[config.mk]
export PLATFORM = sky130hd
export DESIGN_NAME = s2_operand_latch_flat
export DESIGN_NICKNAME = d
export VERILOG_FILES = /design/src/rtl/s2_operand_latch_if.sv /design/src/rtl/s2_operand_latch.sv /design/src/flat_wrapper.sv
export SDC_FILE = /design/constraint.sdc
export NUM_CORES = 1
export LEC_CHECK = 0
export CAP_MARGIN = 20
export CORE_AREA = 2 2 121 123
export DETAILED_ROUTE_END_ITERATION = 7
export DIE_AREA = 0 0 123 125
export GPL_TIMING_DRIVEN = 0
export PLACE_DENSITY = 0.84
export SETUP_SLACK_MARGIN = 0.15
export SLEW_MARGIN = 25
export SYNTH_ARGS = -nofsm -noshare
export SYNTH_HDL_FRONTEND = slang
export SYNTH_SLANG_ARGS = --single-unit
[constraint.sdc]
create_clock -name clk -period 3.5 [get_ports clk]
set_clock_uncertainty 0.2 [all_clocks]
set_input_delay 0.875 -clock clk [delete_from_list [all_inputs] [get_ports clk]]
set_output_delay 0.875 -clock clk [all_outputs]
set_load 0.01 [all_outputs]
[src/rtl/s2_operand_latch_if.sv]
// Bundle of S1 (issue + register-file read), S3 writeback and S2 (execute-facing) signals
// around the S2 operand latch. The slave modport is the latch's own view.
interface s2_operand_latch_if #(
  parameter int DATA_W = 32,
  parameter int ADDR_W = 5,
  parameter int IMM_W  = 16,
  parameter int OPC_W  = 6,
  parameter int CNT_W  = 16
);
  logic              S1_Valid;
  logic              S1_Ready;
  logic              S1_Flush;
  logic [ADDR_W-1:0] S1_ReadSelect1;
  logic [ADDR_W-1:0] S1_ReadSelect2;
  logic [DATA_W-1:0] RF_ReadData1;
  logic [DATA_W-1:0] RF_ReadData2;
  logic [IMM_W-1:0]  S1_Imm;
  logic [OPC_W-1:0]  S1_Opcode;
  logic [ADDR_W-1:0] S1_DestSelect;
  logic [DATA_W-1:0] S3_WriteData;
  logic [ADDR_W-1:0] S3_WriteSelect;
  logic              S3_WriteEnable;
  logic              S2_Valid;
  logic              S2_Ready;
  logic [DATA_W-1:0] S2_Operand1;
  logic [DATA_W-1:0] S2_Operand2;
  logic [IMM_W-1:0]  S2_Imm;
  logic [OPC_W-1:0]  S2_Opcode;
  logic [ADDR_W-1:0] S2_DestSelect;
  logic [CNT_W-1:0]  S2_StallCount;

  modport slave (
    input  S1_Valid, S1_Flush, S1_ReadSelect1, S1_ReadSelect2,
    input  RF_ReadData1, RF_ReadData2, S1_Imm, S1_Opcode, S1_DestSelect,
    input  S3_WriteData, S3_WriteSelect, S3_WriteEnable, S2_Ready,
    output S1_Ready, S2_Valid, S2_Operand1, S2_Operand2, S2_Imm,
    output S2_Opcode, S2_DestSelect, S2_StallCount
  );

  modport master (
    output S1_Valid, S1_Flush, S1_ReadSelect1, S1_ReadSelect2,
    output RF_ReadData1, RF_ReadData2, S1_Imm, S1_Opcode, S1_DestSelect,
    output S3_WriteData, S3_WriteSelect, S3_WriteEnable, S2_Ready,
    input  S1_Ready, S2_Valid, S2_Operand1, S2_Operand2, S2_Imm,
    input  S2_Opcode, S2_DestSelect, S2_StallCount
  );
endinterface

[src/rtl/s2_operand_latch.sv]
// S1->S2 single-entry operand latch with S3 writeback bypass on capture and while stalled.
// Optional stall-cycle counter enabled by defining S2_PERF_CNT_EN.
module s2_operand_latch #(
  parameter int DATA_W = 32,
  parameter int ADDR_W = 5,
  parameter int IMM_W  = 16,
  parameter int OPC_W  = 6,
  parameter int CNT_W  = 16
) (
  input logic clk,
  input logic rst_n,
  s2_operand_latch_if.slave bus
);

  logic              valid;
  logic [DATA_W-1:0] operand1;
  logic [DATA_W-1:0] operand2;
  logic [IMM_W-1:0]  imm;
  logic [OPC_W-1:0]  opcode;
  logic [ADDR_W-1:0] destSel;
  logic [ADDR_W-1:0] heldSel1;
  logic [ADDR_W-1:0] heldSel2;

  logic              s1Ready;
  logic              capture;
  logic              stall;
  logic              refresh1;
  logic              refresh2;
  logic              validNext;
  logic [DATA_W-1:0] captureOp1;
  logic [DATA_W-1:0] captureOp2;
  logic [DATA_W-1:0] operand1Next;
  logic [DATA_W-1:0] operand2Next;

  // Handshake decode, capture-time bypass, stall refresh and next-state selection
  always_comb begin
    s1Ready      = !valid || bus.S2_Ready;
    capture      = bus.S1_Valid && s1Ready && !bus.S1_Flush;
    stall        = valid && !bus.S2_Ready;
    captureOp1   = bus.RF_ReadData1;
    captureOp2   = bus.RF_ReadData2;
    refresh1     = 1'b0;
    refresh2     = 1'b0;
    validNext    = valid;
    operand1Next = operand1;
    operand2Next = operand2;

    // Register 0 is bypassed like any other register
    if (bus.S3_WriteEnable && (bus.S3_WriteSelect == bus.S1_ReadSelect1)) begin
      captureOp1 = bus.S3_WriteData;
    end else begin
      captureOp1 = bus.RF_ReadData1;
    end
    if (bus.S3_WriteEnable && (bus.S3_WriteSelect == bus.S1_ReadSelect2)) begin
      captureOp2 = bus.S3_WriteData;
    end else begin
      captureOp2 = bus.RF_ReadData2;
    end

    // Flush suppresses refresh as well as capture
    refresh1 = stall && !bus.S1_Flush && bus.S3_WriteEnable && (bus.S3_WriteSelect == heldSel1);
    refresh2 = stall && !bus.S1_Flush && bus.S3_WriteEnable && (bus.S3_WriteSelect == heldSel2);

    if (capture) begin
      operand1Next = captureOp1;
    end else if (refresh1) begin
      operand1Next = bus.S3_WriteData;
    end else begin
      operand1Next = operand1;
    end
    if (capture) begin
      operand2Next = captureOp2;
    end else if (refresh2) begin
      operand2Next = bus.S3_WriteData;
    end else begin
      operand2Next = operand2;
    end

    if (bus.S1_Flush) begin
      validNext = 1'b0;
    end else if (capture) begin
      validNext = 1'b1;
    end else if (bus.S2_Ready) begin
      validNext = 1'b0;
    end else begin
      validNext = valid;
    end
  end

  // Entry valid flag
  always_ff @(posedge clk or negedge rst_n) begin
    if (!rst_n) begin
      valid <= 1'b0;
    end else begin
      valid <= validNext;
    end
  end

  // Operand registers: loaded on capture or stall refresh, otherwise held
  always_ff @(posedge clk or negedge rst_n) begin
    if (!rst_n) begin
      operand1 <= {DATA_W{1'b0}};
      operand2 <= {DATA_W{1'b0}};
    end else begin
      operand1 <= operand1Next;
      operand2 <= operand2Next;
    end
  end

  // Side-band fields and source selects: loaded on capture only
  always_ff @(posedge clk or negedge rst_n) begin
    if (!rst_n) begin
      imm      <= {IMM_W{1'b0}};
      opcode   <= {OPC_W{1'b0}};
      destSel  <= {ADDR_W{1'b0}};
      heldSel1 <= {ADDR_W{1'b0}};
      heldSel2 <= {ADDR_W{1'b0}};
    end else if (capture) begin
      imm      <= bus.S1_Imm;
      opcode   <= bus.S1_Opcode;
      destSel  <= bus.S1_DestSelect;
      heldSel1 <= bus.S1_ReadSelect1;
      heldSel2 <= bus.S1_ReadSelect2;
    end
  end

  assign bus.S1_Ready      = s1Ready;
  assign bus.S2_Valid      = valid;
  assign bus.S2_Operand1   = operand1;
  assign bus.S2_Operand2   = operand2;
  assign bus.S2_Imm        = imm;
  assign bus.S2_Opcode     = opcode;
  assign bus.S2_DestSelect = destSel;

`ifdef S2_PERF_CNT_EN
  logic [CNT_W-1:0] stallCount;

  // Saturating count of cycles spent holding an entry the execute stage refuses
  always_ff @(posedge clk or negedge rst_n) begin
    if (!rst_n) begin
      stallCount <= {CNT_W{1'b0}};
    end else if (stall && (stallCount != {CNT_W{1'b1}})) begin
      stallCount <= stallCount + {{(CNT_W-1){1'b0}}, 1'b1};
    end
  end

  assign bus.S2_StallCount = stallCount;
`else
  assign bus.S2_StallCount = {CNT_W{1'b0}};
`endif

endmodule

[src/flat_wrapper.sv]
// flat-port wrapper written by rule: the top's interface ports become plain ports
module s2_operand_latch_flat 
#(
  parameter int DATA_W = 32,
  parameter int ADDR_W = 5,
  parameter int IMM_W  = 16,
  parameter int OPC_W  = 6,
  parameter int CNT_W  = 16
)
  (clk, rst_n, bus_S1_Valid, bus_S1_Flush, bus_S1_ReadSelect1, bus_S1_ReadSelect2, bus_RF_ReadData1, bus_RF_ReadData2, bus_S1_Imm, bus_S1_Opcode, bus_S1_DestSelect, bus_S3_WriteData, bus_S3_WriteSelect, bus_S3_WriteEnable, bus_S2_Ready, bus_S1_Ready, bus_S2_Valid, bus_S2_Operand1, bus_S2_Operand2, bus_S2_Imm, bus_S2_Opcode, bus_S2_DestSelect, bus_S2_StallCount);
  s2_operand_latch_if #(.DATA_W(DATA_W), .ADDR_W(ADDR_W), .IMM_W(IMM_W), .OPC_W(OPC_W), .CNT_W(CNT_W)) bus_i ();
  input logic clk;
  input logic rst_n;
  input wire logic [$bits(bus_i.S1_Valid)-1:0] bus_S1_Valid;
  input wire logic [$bits(bus_i.S1_Flush)-1:0] bus_S1_Flush;
  input wire logic [$bits(bus_i.S1_ReadSelect1)-1:0] bus_S1_ReadSelect1;
  input wire logic [$bits(bus_i.S1_ReadSelect2)-1:0] bus_S1_ReadSelect2;
  input wire logic [$bits(bus_i.RF_ReadData1)-1:0] bus_RF_ReadData1;
  input wire logic [$bits(bus_i.RF_ReadData2)-1:0] bus_RF_ReadData2;
  input wire logic [$bits(bus_i.S1_Imm)-1:0] bus_S1_Imm;
  input wire logic [$bits(bus_i.S1_Opcode)-1:0] bus_S1_Opcode;
  input wire logic [$bits(bus_i.S1_DestSelect)-1:0] bus_S1_DestSelect;
  input wire logic [$bits(bus_i.S3_WriteData)-1:0] bus_S3_WriteData;
  input wire logic [$bits(bus_i.S3_WriteSelect)-1:0] bus_S3_WriteSelect;
  input wire logic [$bits(bus_i.S3_WriteEnable)-1:0] bus_S3_WriteEnable;
  input wire logic [$bits(bus_i.S2_Ready)-1:0] bus_S2_Ready;
  output wire logic [$bits(bus_i.S1_Ready)-1:0] bus_S1_Ready;
  output wire logic [$bits(bus_i.S2_Valid)-1:0] bus_S2_Valid;
  output wire logic [$bits(bus_i.S2_Operand1)-1:0] bus_S2_Operand1;
  output wire logic [$bits(bus_i.S2_Operand2)-1:0] bus_S2_Operand2;
  output wire logic [$bits(bus_i.S2_Imm)-1:0] bus_S2_Imm;
  output wire logic [$bits(bus_i.S2_Opcode)-1:0] bus_S2_Opcode;
  output wire logic [$bits(bus_i.S2_DestSelect)-1:0] bus_S2_DestSelect;
  output wire logic [$bits(bus_i.S2_StallCount)-1:0] bus_S2_StallCount;
  assign bus_i.S1_Valid = bus_S1_Valid;
  assign bus_i.S1_Flush = bus_S1_Flush;
  assign bus_i.S1_ReadSelect1 = bus_S1_ReadSelect1;
  assign bus_i.S1_ReadSelect2 = bus_S1_ReadSelect2;
  assign bus_i.RF_ReadData1 = bus_RF_ReadData1;
  assign bus_i.RF_ReadData2 = bus_RF_ReadData2;
  assign bus_i.S1_Imm = bus_S1_Imm;
  assign bus_i.S1_Opcode = bus_S1_Opcode;
  assign bus_i.S1_DestSelect = bus_S1_DestSelect;
  assign bus_i.S3_WriteData = bus_S3_WriteData;
  assign bus_i.S3_WriteSelect = bus_S3_WriteSelect;
  assign bus_i.S3_WriteEnable = bus_S3_WriteEnable;
  assign bus_i.S2_Ready = bus_S2_Ready;
  assign bus_S1_Ready = bus_i.S1_Ready;
  assign bus_S2_Valid = bus_i.S2_Valid;
  assign bus_S2_Operand1 = bus_i.S2_Operand1;
  assign bus_S2_Operand2 = bus_i.S2_Operand2;
  assign bus_S2_Imm = bus_i.S2_Imm;
  assign bus_S2_Opcode = bus_i.S2_Opcode;
  assign bus_S2_DestSelect = bus_i.S2_DestSelect;
  assign bus_S2_StallCount = bus_i.S2_StallCount;
  s2_operand_latch #(.DATA_W(DATA_W), .ADDR_W(ADDR_W), .IMM_W(IMM_W), .OPC_W(OPC_W), .CNT_W(CNT_W)) u_core (.clk(clk), .rst_n(rst_n), .bus(bus_i));
endmodule
==> Word level (Yosys, flattened, before mapping) <==
Cells that the tools add are included.
{ "word_totals": {"regBits": 102, "inputBits": 144, "out_inout_bits": 109, "word_cells": 37} }
{ "op_classes": {"n_eq_ne": 4, "mux": 9, "n_reduce_logical": 16} }
{ "ops": {"columns": ["op", "n"], "rows": [
  ["two-way mux 32 bit", 6],
  ["== test 5 bit", 4],
  ["logical AND 1 bit", 9],
  ["nonzero test 2 bit", 2],
  ["zero test 1 bit", 3],
  ["two-way mux 1 bit", 3],
  ["nonzero test 3 bit", 1],
  ["logical OR 1 bit", 1]
]} }

==> Depth between registers and ports, before layout <==
Gate-level depths: netlist of run 1.
{ "logic_depth": {"ltp_word": 7, "mapped_depth": 8, "mapped_depth_nobuf": 4} }

==> Worst setup path after synthesis of run 1 <==
No wires, ideal clock.
{ "synth_timing": {"kind": "in2out", "startpoint": "in bus_S2_Ready", "endpoint": "out bus_S1_Ready", "arrival_time_ns": 1.440, "required_ns": 2.425, "path_slack_ns": 0.985, "cell_stages": 3, "n_path_buf": 2, "path_cell_list": "nand2b_1 > buf_2 > buf_1"} }
{ "synth_via": {"elab_chain_cells": 1} }
{ "synth_rtl": {"columns": ["item", "line", "text"], "rows": [
  ["start, declared", "flat_wrapper.sv:26", "input wire logic [$bits(bus_i.S2_Ready)-1:0] bus_S2_Ready;"],
  ["logical OR 1 bit", "s2_operand_latch.sv:37", "s1Ready = !valid || bus.S2_Ready;"],
  ["end, declared", "flat_wrapper.sv:27", "output wire logic [$bits(bus_i.S1_Ready)-1:0] bus_S1_Ready;"]
]} }
No other way between the ends.

==> Worst setup path after layout of run 1 <==
Ends and elaborated chain as after synthesis.

==> results of run 1 <==
-- through the flow --
step                      hold WS [ns]  std cells  total power, mW  utilization [%]
after CTS                        0.248       1169             4.16             68.9
after global placement           0.257       1152             2.94             66.1
after floorplan                  0.265        733             2.18                -
after detailed placement         0.265       1153             2.96             66.3
after global routing             0.269       1169             4.34             68.9
final                            0.235       1169             4.18             68.9
-- how the worst max path moves through the flow --
stage	startpoint	to	slack, ns	cells past startpoint
final	bus_S2_Ready	bus_S1_Ready	0.35	5
after global routing	bus_S2_Ready	bus_S1_Ready	0.30	5
after CTS	bus_S2_Ready	bus_S1_Ready	0.34	5
after detailed placement	bus_S2_Ready	bus_S1_Ready	-0.32	5
after global placement	rst_n	u_core.bus.S2_Imm[7]$_DFFE_PN0P_	-2.73	1
after floorplan	bus_S2_Ready	bus_S1_Ready	0.99	3
-- routing by layer --
layer,GRT usage [%],share of wire (%)
met1,44.6,40
met2,50.1,46
met3,7.03,11
met4,13.6,2.9
met5,0,0
-- power breakdown --
part | switching [mW] | leakage [nW] | total (mW) | internal [mW]
combinational | 0.724 | 2.34 | 1.46 | 0.737
clock | 0.505 | 0.170 | 1.21 | 0.704
sequential | 0.135 | 1.17 | 1.51 | 1.37
total | 1.36 | 3.68 | 4.18 | 2.81
-- cell type report --
type,instances,area [µm²]
fillers,1110,4420
multi-input cells,517,3650
flip-flops and latches,102,2550
repair buffers,236,2380
plain buffers,110,604
well taps,184,230
clock buffers,9,225
clock inverters,7,121
inverters,4,15.0
-- synth_stat cells, drive strengths merged (3+ instances only) --
| cell type | instances | area share, % |
|---|---|---|
| nand2 | 109 | 6.1 |
| nand2b | 3 | 0.28 |
| a211oi | 64 | 7.1 |
| a41oi | 64 | 12 |
| a2bb2oi | 32 | 4.1 |
| nand4 | 64 | 5.9 |
| buf | 58 | 5.8 |
| nand3 | 33 | 2.4 |
| clkbuf | 52 | 3.0 |
| o211ai | 32 | 3.6 |
| a21o | 34 | 3.9 |
| xnor2 | 5 | 0.65 |
| dfrtp | 102 | 38 |
| inv | 4 | 0.22 |
| nor2 | 3 | 0.17 |
| xor2 | 11 | 1.4 |
| a22oi | 32 | 3.6 |
-- layout by cell type (no fill, tap or decap), types with 5 or more instances in the layout --
master / instances
sky130_fd_sc_hd__a2bb2oi_1: 32
sky130_fd_sc_hd__clkdlybuf4s50_1: 233
sky130_fd_sc_hd__a41oi_1: 34
sky130_fd_sc_hd__a211oi_1: 64
sky130_fd_sc_hd__nand3_1: 33
sky130_fd_sc_hd__clkbuf_16: 9
sky130_fd_sc_hd__nand2_1: 109
sky130_fd_sc_hd__nand4_1: 64
sky130_fd_sc_hd__clkbuf_1: 51
sky130_fd_sc_hd__buf_2: 25
sky130_fd_sc_hd__a41oi_2: 30
sky130_fd_sc_hd__a22oi_1: 32
sky130_fd_sc_hd__buf_4: 22
sky130_fd_sc_hd__conb_1: 16
sky130_fd_sc_hd__o211ai_1: 32
sky130_fd_sc_hd__xnor2_1: 5
sky130_fd_sc_hd__dfrtp_1: 102
sky130_fd_sc_hd__buf_6: 10
sky130_fd_sc_hd__xor2_1: 11
sky130_fd_sc_hd__a21o_1: 32
-- registers in the layout (all words and copies together) (netlist names) --
name and count:
u_core.bus.S2_Operand1 32, u_core.heldSel2 5, u_core.bus.S2_Operand2 32, u_core.bus.S2_DestSelect 5, u_core.bus.S2_Valid 1, u_core.bus.S2_Imm 16, u_core.heldSel1 5, u_core.bus.S2_Opcode 6
-- worst max-delay path, delay by kind of cell --
kind                   cells  cell delay [ns]
buffers and inverters      4             1.10
AND/OR/NAND/NOR            1             0.10
-- cell families after synthesis --
| logic type | count (synthesis) | synth area share [%] |
|---|---|---|
| compound gates | 265 | 34.7 |
| simple gates | 220 | 16.4 |
| buf+inv | 114 | 9.02 |
| flops | 102 | 37.8 |
| xor+xnor | 16 | 2.07 |
| other cells | 1 | 0.0555 |
-- timing repair --
| item | in CTS | in global routing |
|---|---|---|
| endpoints found under the setup margin | 1 | 0 |
| hold buffers | 0 | 0 |
| gates resized for setup | 5 | 0 |
==> impl.org, run 1 <==
** CTS
- Clock-pin slew was measured on the worst setup and hold paths at 0.08 ns.
- Counting along the longest clock path gives a buffer depth of 2.
- TritonCTS built the clock tree.
- Clock root buffer :: sky130_fd_sc_hd__clkbuf_16
- In this run the number of H-tree levels came out at 3.
- Number of sinks handled by clock tree synthesis :: 102
- Cts bufs inserted :: 9
- The number of setup buffers added after CTS is 0.
- Clock insertion delay at the later pin of the skew report :: 0.36 ns

** Global route
- Global routing used 32.6% of the available tracks across all layers.
- Global-route wire length before repair :: 39600 µm
- Entering global routing, the biggest net connects 60 pins.
- The total overflow left after global routing is 0.
- Initial antenna violation count :: 0
- The number of global-route vias before repair came to 7465.

** Critical path
- Library cell contributing the largest single delay on the critical path :: sky130_fd_sc_hd__clkdlybuf4s50_1
- At the worst endpoint, the required time is 2.42 ns.
- Cells along the critical path :: clkdlybuf4s50_1 > nand2b_1 > buf_4 > buf_6 > dlygate4sd2_1
- Cell depth of the worst flop-to-flop path :: 7
- Minimum setup slack among reg-to-reg paths :: 1.29 ns
- RR Startpoint :: u_core.bus.S2_Valid$_DFFE_PN0P_
- Data arrival at the endpoint of the critical path :: 2.08 ns
- Critical register-to-register path endpoint :: u_core.bus.S2_Operand2[29]$_DFFE_PN0P_
- In this design, the stage delay of the slowest critical-path cell is 0.47 ns.
- The worst setup path is launched from an input pin.
- Endpoint class of the critical path :: output port
- Worst-path fanout max :: 10
- The worst setup path is of the in2out kind.

** Timing
- Minimum setup slack in the final design :: 0.346 ns
- Slew at the pin with the worst max-slew slack :: 0.659 ns
- Slew HR :: 55.9%
- Final Hold Fails :: 0
- Counting I/O delays and the setup requirement, the final critical path takes 3.15 ns.
- The worst path uses 90.1% of the clock period.
- Final setup viols :: 0
- Setup repair after global routing left no endpoint under its margin.
- In the final timing run, aggregate negative setup slack is 0 ns.
- Timing-limited maximum frequency :: 317 MHz
- The final number of max-transition violations came to 0.

** Layout
- Area Growth Syn to Fin :: 44.7%
- Antenna diodes :: 0
- The finished cells cover 9780 µm².
- Nets :: 1124
- Fraction of layout cells with a size suffix above 1 :: 11.2%

** Placed design
- Port Buffers :: 235
- Area post-placement :: 9420 µm²
- Prior to clock tree synthesis, the placed netlist has a worst setup slack of -0.317 ns.
- The HPWL after detailed placement is 17500 µm.
- The congestion estimate from routability-driven global placement came to 0.904.

** Synthesis
- Combined area of all synthesized cells :: 6760 µm²
- After synthesis, the share of flip-flops with an asynchronous set or reset is 100%.
- Counting distinct cell types in the post-synthesis netlist gives 36.
- Sequential cell area fraction in the yosys report :: 37.8%
- Number of cells produced by synthesis :: 718
- Seq cells post-synth :: 102
- In the synthesized netlist the dominant register cell turns out to be sky130_fd_sc_hd__dfrtp_1.
- Count of yosys warnings during synthesis :: 0
- Yosys mapped a number of flops with a built-in enable equal to 0.
- A synthesized cell averages 9.41 µm².

** Power
- Highest ir drop seen on vdd :: 0.360 mV
- Total leakage power :: 3.68 nW
- In this run the power density over the cells is 427 nW/µm².

** Flow run
- Across the run, the number of max-cap violations was 0.

** Floorplan
- Initial cell density of the core :: 47.6%
- 253 I/O pins were placed.
- Core box area :: 14200 µm²
- Floorplan die height :: 125 µm
- The initialized floorplan defines 44 standard-cell rows.
- Area of the die :: 15400 µm²
- From left edge to right edge, the die measures 123 µm.

** Drt
- After detailed routing, the total wire length is 25100 µm.
- The count of nets left with antenna violations once routing finished came out at 0.
- After detailed routing, the average wire length per cell comes to 21.4 µm.
- DRC violation count after routing :: 0
- First-pass detailed-route iteration total :: 5
- The detailed router placed 7458 vias in this run.
- Vias per std cell :: 6.38
- In this run, the number of DRC markers left after iteration 0 of detailed routing was 1142.

** Worst hold path
- The path class of the tightest hold or removal check is in2async.

** Status
- The flow ran to the end, and the final reports show no timing, DRC or antenna violations.
No activity file was read; power rests on OpenSTA's default activity.
==> inputs of run 2 (changes only) <==
--- a/config.mk
+++ b/config.mk
@@ -6,11 +6,11 @@
 export NUM_CORES = 1
 export LEC_CHECK = 0
 export CAP_MARGIN = 20
-export CORE_AREA = 2 2 121 123
+export CORE_AREA = 2 2 132 134
 export DETAILED_ROUTE_END_ITERATION = 7
-export DIE_AREA = 0 0 123 125
+export DIE_AREA = 0 0 134 136
 export GPL_TIMING_DRIVEN = 0
-export PLACE_DENSITY = 0.84
+export PLACE_DENSITY = 0.75
 export SETUP_SLACK_MARGIN = 0.15
 export SLEW_MARGIN = 25
 export SYNTH_ARGS = -nofsm -noshare
==> constraint.sdc (replaced) <==
create_clock -name clk -period 2.5 [get_ports clk]
set_clock_uncertainty 0.2 [all_clocks]
set_input_delay 0.625 -clock clk [delete_from_list [all_inputs] [get_ports clk]]
set_output_delay 0.625 -clock clk [all_outputs]
set_load 0.01 [all_outputs]
==> impl.org, run 2 (synthesized netlist as in run 1, its figures left out) <==
** Status
- The run finished with clean final reports.

** CTS
- The clock buffer count from CTS came to 9 (unchanged).
- TritonCTS clock tree :: built
- Maximum count of clock buffers along a single path :: 2 (unchanged)
- Hold Buf Count CTS :: 0 (unchanged)
- Clock insertion delay at the later pin of the skew report :: 0.37 ns (about the same)
- The clock input transition at the sequential cells of the worst setup and hold paths came to 0.08 ns (about the same).
- The deepest level of the CTS H-tree is 3 (unchanged).
- The cell sitting at the root of the clock tree is a sky130_fd_sc_hd__clkbuf_16.
- The count of clock tree sinks came to 102 (unchanged).

** Floorplan
- Core box area :: 16900 µm² (+19%)
- The I/O pin total is 253 (unchanged).
- Site row count :: 48 (+9.1%)
- The area of the die was 18200 µm² (+19%).
- Floorplan die height :: 136 µm (+8.8%)
- Width of the die :: 134 µm (+8.9%)
- The initial core utilization is 40.0% (-7.5 points).

** Critical path
- Critical path required time :: 2.54 ns (+0.12 ns)
- STA classifies the critical path endpoint as a flip-flop.
- STA classifies the critical path startpoint as an input pin.
- Worst-path fanout max :: 10 (unchanged)
- Type of the setup path with the least slack :: in2reg
- The arrival time at the worst endpoint was 2.35 ns (+0.27 ns).

** Power
- Total leakage power :: 3.92 nW (+6.5%)
- Highest ir drop seen on vdd :: 0.345 mV (-4.2%)
- Power Total :: 5.70 mW (+36%)
- The power density relative to cell area was 561 nW/µm² (+31%).

** Layout
- The antenna diode count came to 0 (unchanged).
- In the layout the commonest cells are sky130_fd_sc_hd__clkdlybuf4s50_1, sky130_fd_sc_hd__nand2_1, sky130_fd_sc_hd__dfrtp_1, sky130_fd_sc_hd__nand4_1, sky130_fd_sc_hd__a211oi_1.
- The final net count is 1133 (+0.80%).
- Relative to the synthesized area, the layout overhead comes to 50.3%.
- Core utilization of the finished layout :: 60.2% (-8.7 points)
- Fraction of layout cells with a size suffix above 1 :: 19.8% (+8.7 points)
- The library cell used most frequently in the layout, excluding fill and tap cells, is sky130_fd_sc_hd__clkdlybuf4s50_1.

** Timing
- Final critical-path share of the clock period :: 92.7%
- Post-layout minimum cycle time :: 2.32 ns
- The count of endpoints failing hold in the final timing report was 0 (unchanged).
- Setup repair after global routing could not meet its margin everywhere.
- Final setup viols :: 0 (unchanged)
- The worst-case headroom to the max-slew limit is 64.5% (+8.6 points).
- Timing-limited maximum frequency :: 432 MHz
- Slew at the pin with the worst max-slew slack :: 0.532 ns (-0.127 ns)
- Fin. max-slew vios :: 0 (unchanged)
- Sum of negative setup slack :: 0 ns (unchanged)

** Global route
- GRT Overall Usage :: 28.3% (-4.3 points)
- The number of antenna violations at the first check in global routing was 0 (unchanged).
- The global-route wire length before repair came to 40500 µm (+2.3%).
- The maximum number of pins on one net before global-route repair was 53 (-12%).
- The remaining global-route overflow came to 0 (unchanged).
- The number of global-route vias before repair was 7404 (-0.82%).

** Flow run
- Max-cap check violation count :: 0 (unchanged)

** Placed design
- Final Wtd Congestion :: 0.907 (+0.32%)
- Port Buffers :: 235 (unchanged)
- Detailed Place HPWL :: 18700 µm (+6.7%)

** Drt
- The ratio of routed vias to standard cells was 6.08 (-4.7%).
- Iteration-0 DRC Markers :: 577 (-49%)
- The number of detailed-route iterations in the first pass is 7 (+2).
- The wire length per cell came to 21.6 µm (+0.91%).
- Remaining antenna violation count after routing :: 0 (unchanged)
- The post-detailed-routing wire length is 26400 µm (+5.2%).
- DRC violation count after routing :: 0 (unchanged)
- Number of vias after detailed routing :: 7409 (-0.66%)

** Worst hold path
- Worst min-delay path class :: in2async
-- run 2: cell types whose count changed in the layout (fill, tap and decap cells not counted), moves of 6 or more --
cell,before,now
sky130_fd_sc_hd__buf_6,10,17
sky130_fd_sc_hd__a2bb2oi_1,32,26
sky130_fd_sc_hd__a211oi_1,64,53
sky130_fd_sc_hd__buf_4,22,34
sky130_fd_sc_hd__buf_2,25,14
sky130_fd_sc_hd__clkbuf_1,51,1
sky130_fd_sc_hd__a211oi_2,0,11
sky130_fd_sc_hd__a2bb2oi_2,0,6
sky130_fd_sc_hd__clkdlybuf4s50_1,233,227
sky130_fd_sc_hd__clkbuf_4,0,12
sky130_fd_sc_hd__clkbuf_2,0,38
-- run 2: worst max-delay path, stage by stage --
cell	delay (ns)
sky130_fd_sc_hd__clkdlybuf4s50_1	0.50
sky130_fd_sc_hd__nor2b_1	0.06
sky130_fd_sc_hd__buf_4	0.17
sky130_fd_sc_hd__and2_1	0.16
sky130_fd_sc_hd__buf_4	0.16
sky130_fd_sc_hd__buf_8	0.16
sky130_fd_sc_hd__buf_4	0.19
sky130_fd_sc_hd__a211oi_1	0.26
sky130_fd_sc_hd__a41oi_2	0.07
-- run 2: cell type report --
type / count / area, µm²
clock inverters: 7 / 57.6
fillers: 1444 / 6720
clock buffers: 9 / 225
flip-flops and latches: 102 / 2550
well taps: 225 / 282
inverters: 4 / 15.0
repair buffers: 245 / 2460
plain buffers: 110 / 772
multi-input cells: 517 / 3790
-- run 2: metrics by stage --
stage / hold WS [ns] / cell area, µm² / setup WS (ns) / instances
floorplan: 0.129 / 6810 / 0.344 / 733
global placement: 0.258 / 9450 / -3.60 / 1193
detailed placement: 0.263 / 9480 / -0.888 / 1194
CTS: 0.0213 / 9960 / 0.136 / 1217
global route: 0.0469 / 10200 / 0.0429 / 1219
finish: 0.00274 / 10200 / 0.184 / 1219
-- run 2: worst paths after layout --
| path | startpoint | to | cells past startpoint | slack [ns] |
|---|---|---|---|---|
| min | rst_n | u_core.bus.S2_Imm[15]$_DFFE_PN0P_ | 1 | 0.003 |
| min reg2reg | u_core.bus.S2_Opcode[4]$_DFFE_PN0P_ | u_core.bus.S2_Opcode[4]$_DFFE_PN0P_ | 2 | 0.28 |
| min in group clk | u_core.bus.S2_Opcode[4]$_DFFE_PN0P_ | u_core.bus.S2_Opcode[4]$_DFFE_PN0P_ | 2 | 0.28 |
| max in group asynchronous | rst_n | u_core.bus.S2_Operand2[13]$_DFFE_PN0P_ | 2 | 1.43 |
| max | bus_S1_Flush | u_core.bus.S2_Operand1[8]$_DFFE_PN0P_ | 9 | 0.18 |
| max reg2reg | u_core.bus.S2_Valid$_DFFE_PN0P_ | u_core.bus.S2_Operand1[8]$_DFFE_PN0P_ | 9 | 0.44 |
-- run 2: where the power goes --
part,internal [mW],leakage [nW],switching (mW)
Combinational,1.10,2.61,1.05
Sequential,1.92,1.17,0.198
Clock,0.692,0.134,0.737
-- run 2: timing repair --
item	4_1_cts	5_1_grt
cloned	0	1
resized for setup	75	81
endpoints found under the setup margin	100	88
setup buffers	7	1
pin swaps	3	0
-- run 2: per-layer routing --
metal  global-route usage (%)  share of wire, %
met3                     6.90                10
met4                     9.99               2.1
met2                     46.6                47
met5                        0                 0
met1                     36.4                41
==> inputs of run 3 (changes only) <==
--- a/config.mk
+++ b/config.mk
@@ -10,9 +10,9 @@
 export DETAILED_ROUTE_END_ITERATION = 7
 export DIE_AREA = 0 0 134 136
 export GPL_TIMING_DRIVEN = 0
-export PLACE_DENSITY = 0.75
+export PLACE_DENSITY = 0.86
 export SETUP_SLACK_MARGIN = 0.15
-export SLEW_MARGIN = 25
+export SLEW_MARGIN = 10
 export SYNTH_ARGS = -nofsm -noshare
 export SYNTH_HDL_FRONTEND = slang
 export SYNTH_SLANG_ARGS = --single-unit
==> impl.org, run 3 (synthesized netlist as in run 1, its figures left out) <==
** Layout
- The final instance count without filler cells came to 1221 (+0.16%).
- Fraction of layout cells with a size suffix above 1 :: 21.4% (+1.6 points)
- The antenna diode count is 0 (unchanged).
- The final net count came to 1136 (+0.26%).
- Core utilization of the finished layout :: 61.5% (+1.3 points)
- Filler Cell Count :: 1409 (-2.4%)
- The library cell used most frequently in the layout, excluding fill and tap cells, is sky130_fd_sc_hd__clkdlybuf4s50_1.
- Most frequent cells in the layout :: sky130_fd_sc_hd__clkdlybuf4s50_1, sky130_fd_sc_hd__nand2_1, sky130_fd_sc_hd__dfrtp_1, sky130_fd_sc_hd__nand4_1, sky130_fd_sc_hd__buf_4
- Compared with the post-synthesis result, the final layout area differs by 53.5%.

** Critical path
- The top fanout value on the critical path came to 10 (unchanged).
- Endpoint class of the critical path :: flip-flop
- The endpoint identified for the worst register-to-register timing path is u_core.bus.S2_Operand2[28]$_DFFE_PN0P_.
- The register-to-register setup slack was 0.38 ns (-0.06 ns).
- Data arrival at the endpoint of the critical path :: 2.40 ns (+0.05 ns)
- The setup path with the least slack is of type in2reg.
- Cell depth of the worst flop-to-flop path :: 10 (+1)
- In this run the worst setup path begins at bus_S3_WriteEnable.
- The worst setup path is launched from an input pin.
- RR Startpoint :: u_core.bus.S2_Valid$_DFFE_PN0P_
- Critical path required time :: 2.58 ns (+0.04 ns)

** Floorplan
- The die extent in x is 134 µm (unchanged).
- Floorplan die height :: 136 µm (unchanged)
- The area of the die came to 18200 µm² (unchanged).
- The total number of placement rows was 48 (unchanged).
- Initial cell density of the core :: 40.0% (unchanged)
- Core box area :: 16900 µm² (unchanged)
- The I/O pin total is 253 (unchanged).

** Power
- Combinational group share of total power :: 37.7% (about the same)
- Total leakage power :: 4.00 nW (+1.9%)
- Cell-internal power :: 3.89 mW (+4.7%)
- The peak supply drop was 0.409 mV (+19%).
- Net switching power figure :: 1.97 mW (-0.64%)
- The power density relative to cell area is 565 nW/µm² (+0.69%).
- Sw Ratio :: 33.7% (-1.2 points)
- The part of the power in the clock network was 25.8% (+0.7 points).
- Proportion of power drawn by flip-flops and latches :: 36.4% (-0.8 points)
- The overall power consumption was 5.86 mW (+2.8%).

** Timing
- The clock period minus worst slack came to 2.31 ns (-0.00401 ns).
- The setup-violating endpoint count in the final report is 0 (unchanged).
- Timing-limited maximum frequency :: 432 MHz (+0.17%)
- The aggregate negative setup slack came to 0 ns (unchanged).
- The final number of max-transition violations came to 0 (unchanged).
- Setup repair after global routing could not meet its margin everywhere.
- The pin slew with the least headroom to its limit came to 0.537 ns (+0.00493 ns).
- The worst-case headroom to the max-slew limit came to 64.2% (-0.33 points).
- The count of endpoints failing hold in the final timing report was 0 (unchanged).
- The ratio of final minimum period to clock period came to 92.5% (-0.16 points).

** CTS
- The cell sitting at the root of the clock tree is a sky130_fd_sc_hd__clkbuf_16.
- The clock input transition at the sequential cells of the worst setup and hold paths was 0.08 ns (about the same).
- Maximum count of clock buffers along a single path :: 2 (unchanged)
- TritonCTS clock tree :: built
- Number of sinks handled by clock tree synthesis :: 102 (unchanged)
- The clock buffer count from CTS is 9 (unchanged).
- The cts-stage hold buffer count was 0 (unchanged).
- The clock latency on the worst-skew pair is 0.36 ns (about the same).
- Clock H-tree levels :: 3 (unchanged)

** Flow run
- The max-cap check violation count is 0 (unchanged).

** Placed design
- Placed insts :: 1194 (unchanged)
- Detailed Place HPWL :: 19200 µm (+2.4%)
- Final Wtd Congestion :: 0.877 (-3.2%)
- Port Buffers :: 235 (unchanged)

** Worst hold path
- The worst hold path belongs to the class in2async.

** Drt
- The post-detailed-routing wire length is 27000 µm (+2.4%).
- The wire length per cell is 22.1 µm (+2.3%).
- The count of vias placed by the detailed router came to 7585 (+2.4%).
- Iteration-0 DRC Markers :: 655 (+14%)
- The ratio of routed vias to standard cells was 6.21 (+2.2%).
- The post-route DRC violation count was 0 (unchanged).
- The number of detailed-route iterations in the first pass was 5 (-2).
- The remaining antenna violation count came to 0 (unchanged).

** Global route
- Total global routing overflow :: 0 (unchanged)
- The number of global-route vias before repair is 7507 (+1.4%).
- The global-route wire length before repair is 41400 µm (+2.3%).
- Initial antenna violation count :: 0 (unchanged)
- GRT Overall Usage :: 29.1% (+0.74 points)
- The maximum number of pins on one net before global-route repair was 54 (+1.9%).

** Status
- The run finished with clean final reports.
## run 3: cell types whose count changed in the layout (fill, tap and decap cells not counted), sizes merged
cell	before	now
buf	70	74
bufinv	0	1
clkbuf	61	62
clkdlybuf4s50	227	226
clkinv	2	0
dlygate4sd2	3	2
dlymetal6s2s	3	5
inv	7	5
## run 3: area by class of cell
class                           instances  area, µm²  share of cell area, %
Clock inverter                          4       53.8                  0.519
Clock buffer                           11        253                   2.44
Inverter                                4       15.0                  0.145
Tap cell                              225        282                   2.71
Multi-Input combinational cell        517       3890                   37.5
Buffer                                110        802                   7.73
Timing Repair Buffer                  248       2520                   24.3
Sequential cell                       102       2550                   24.6
## run 3: metrics by stage
step	hold WS [ns]	setup WS (ns)	area, µm²
after floorplan	0.129	0.344	6810
after global placement	0.256	-3.54	9450
final	0.0109	0.188	10400
after global routing	0.0553	0.125	10400
after detailed placement	0.263	-0.918	9480
after CTS	0.0343	0.153	10200
## run 3: timing repair
item / 4_1_cts / 5_1_grt
setup endpoints to repair: 102 / 94
setup buffers: 7 / 4
pin swaps: 3 / 0
gates resized for setup: 120 / 49
cloned: 0 / 1
## run 3: how the worst max path moves through the flow
stage                                                         to  slack, ns  cells past startpoint
after floorplan            u_core.bus.S2_Operand1[3]$_DFFE_PN0P_       0.34                      6
after global placement    u_core.bus.S2_Operand1[17]$_DFFE_PN0P_      -3.54                      1
after detailed placement                            bus_S1_Ready      -0.92                      5
after CTS                  u_core.bus.S2_Operand1[2]$_DFFE_PN0P_       0.15                      7
after global routing      u_core.bus.S2_Operand1[10]$_DFFE_PN0P_       0.12                      7
final                      u_core.bus.S2_Operand1[0]$_DFFE_PN0P_       0.19                      6
## run 3: metal layers
| metal | part of all wire (%) | up-vias | GRT usage, % |
|---|---|---|---|
| met2 | 49 | 504 | 49.1 |
| met1 | 38 | 3692 | 36.1 |
| met5 | 0 | - | 0 |
| li1 | - | 3338 | - |
| met4 | 2.1 | 0 | 8.16 |
| met3 | 11 | 51 | 8.69 |
## run 3: power by group through the flow
stage	Clock, mW	Combinational [mW]	Sequential, mW
2_1_floorplan	0	0.835	2.22
3_3_place_gp	0	2.00	2.13
3_5_place_dp	0	2.04	2.14
4_1_cts	1.52	2.15	2.13
5_1_grt	1.57	2.35	2.15
6_report	1.51	2.21	2.13
## run 3: critical path, stage by stage
cell and delay (ns):
sky130_fd_sc_hd__clkdlybuf4s50_1 0.60, sky130_fd_sc_hd__o21a_1 0.16, sky130_fd_sc_hd__clkbuf_2 0.27, sky130_fd_sc_hd__clkbuf_2 0.31, sky130_fd_sc_hd__nand4_1 0.22, sky130_fd_sc_hd__a41oi_2 0.22
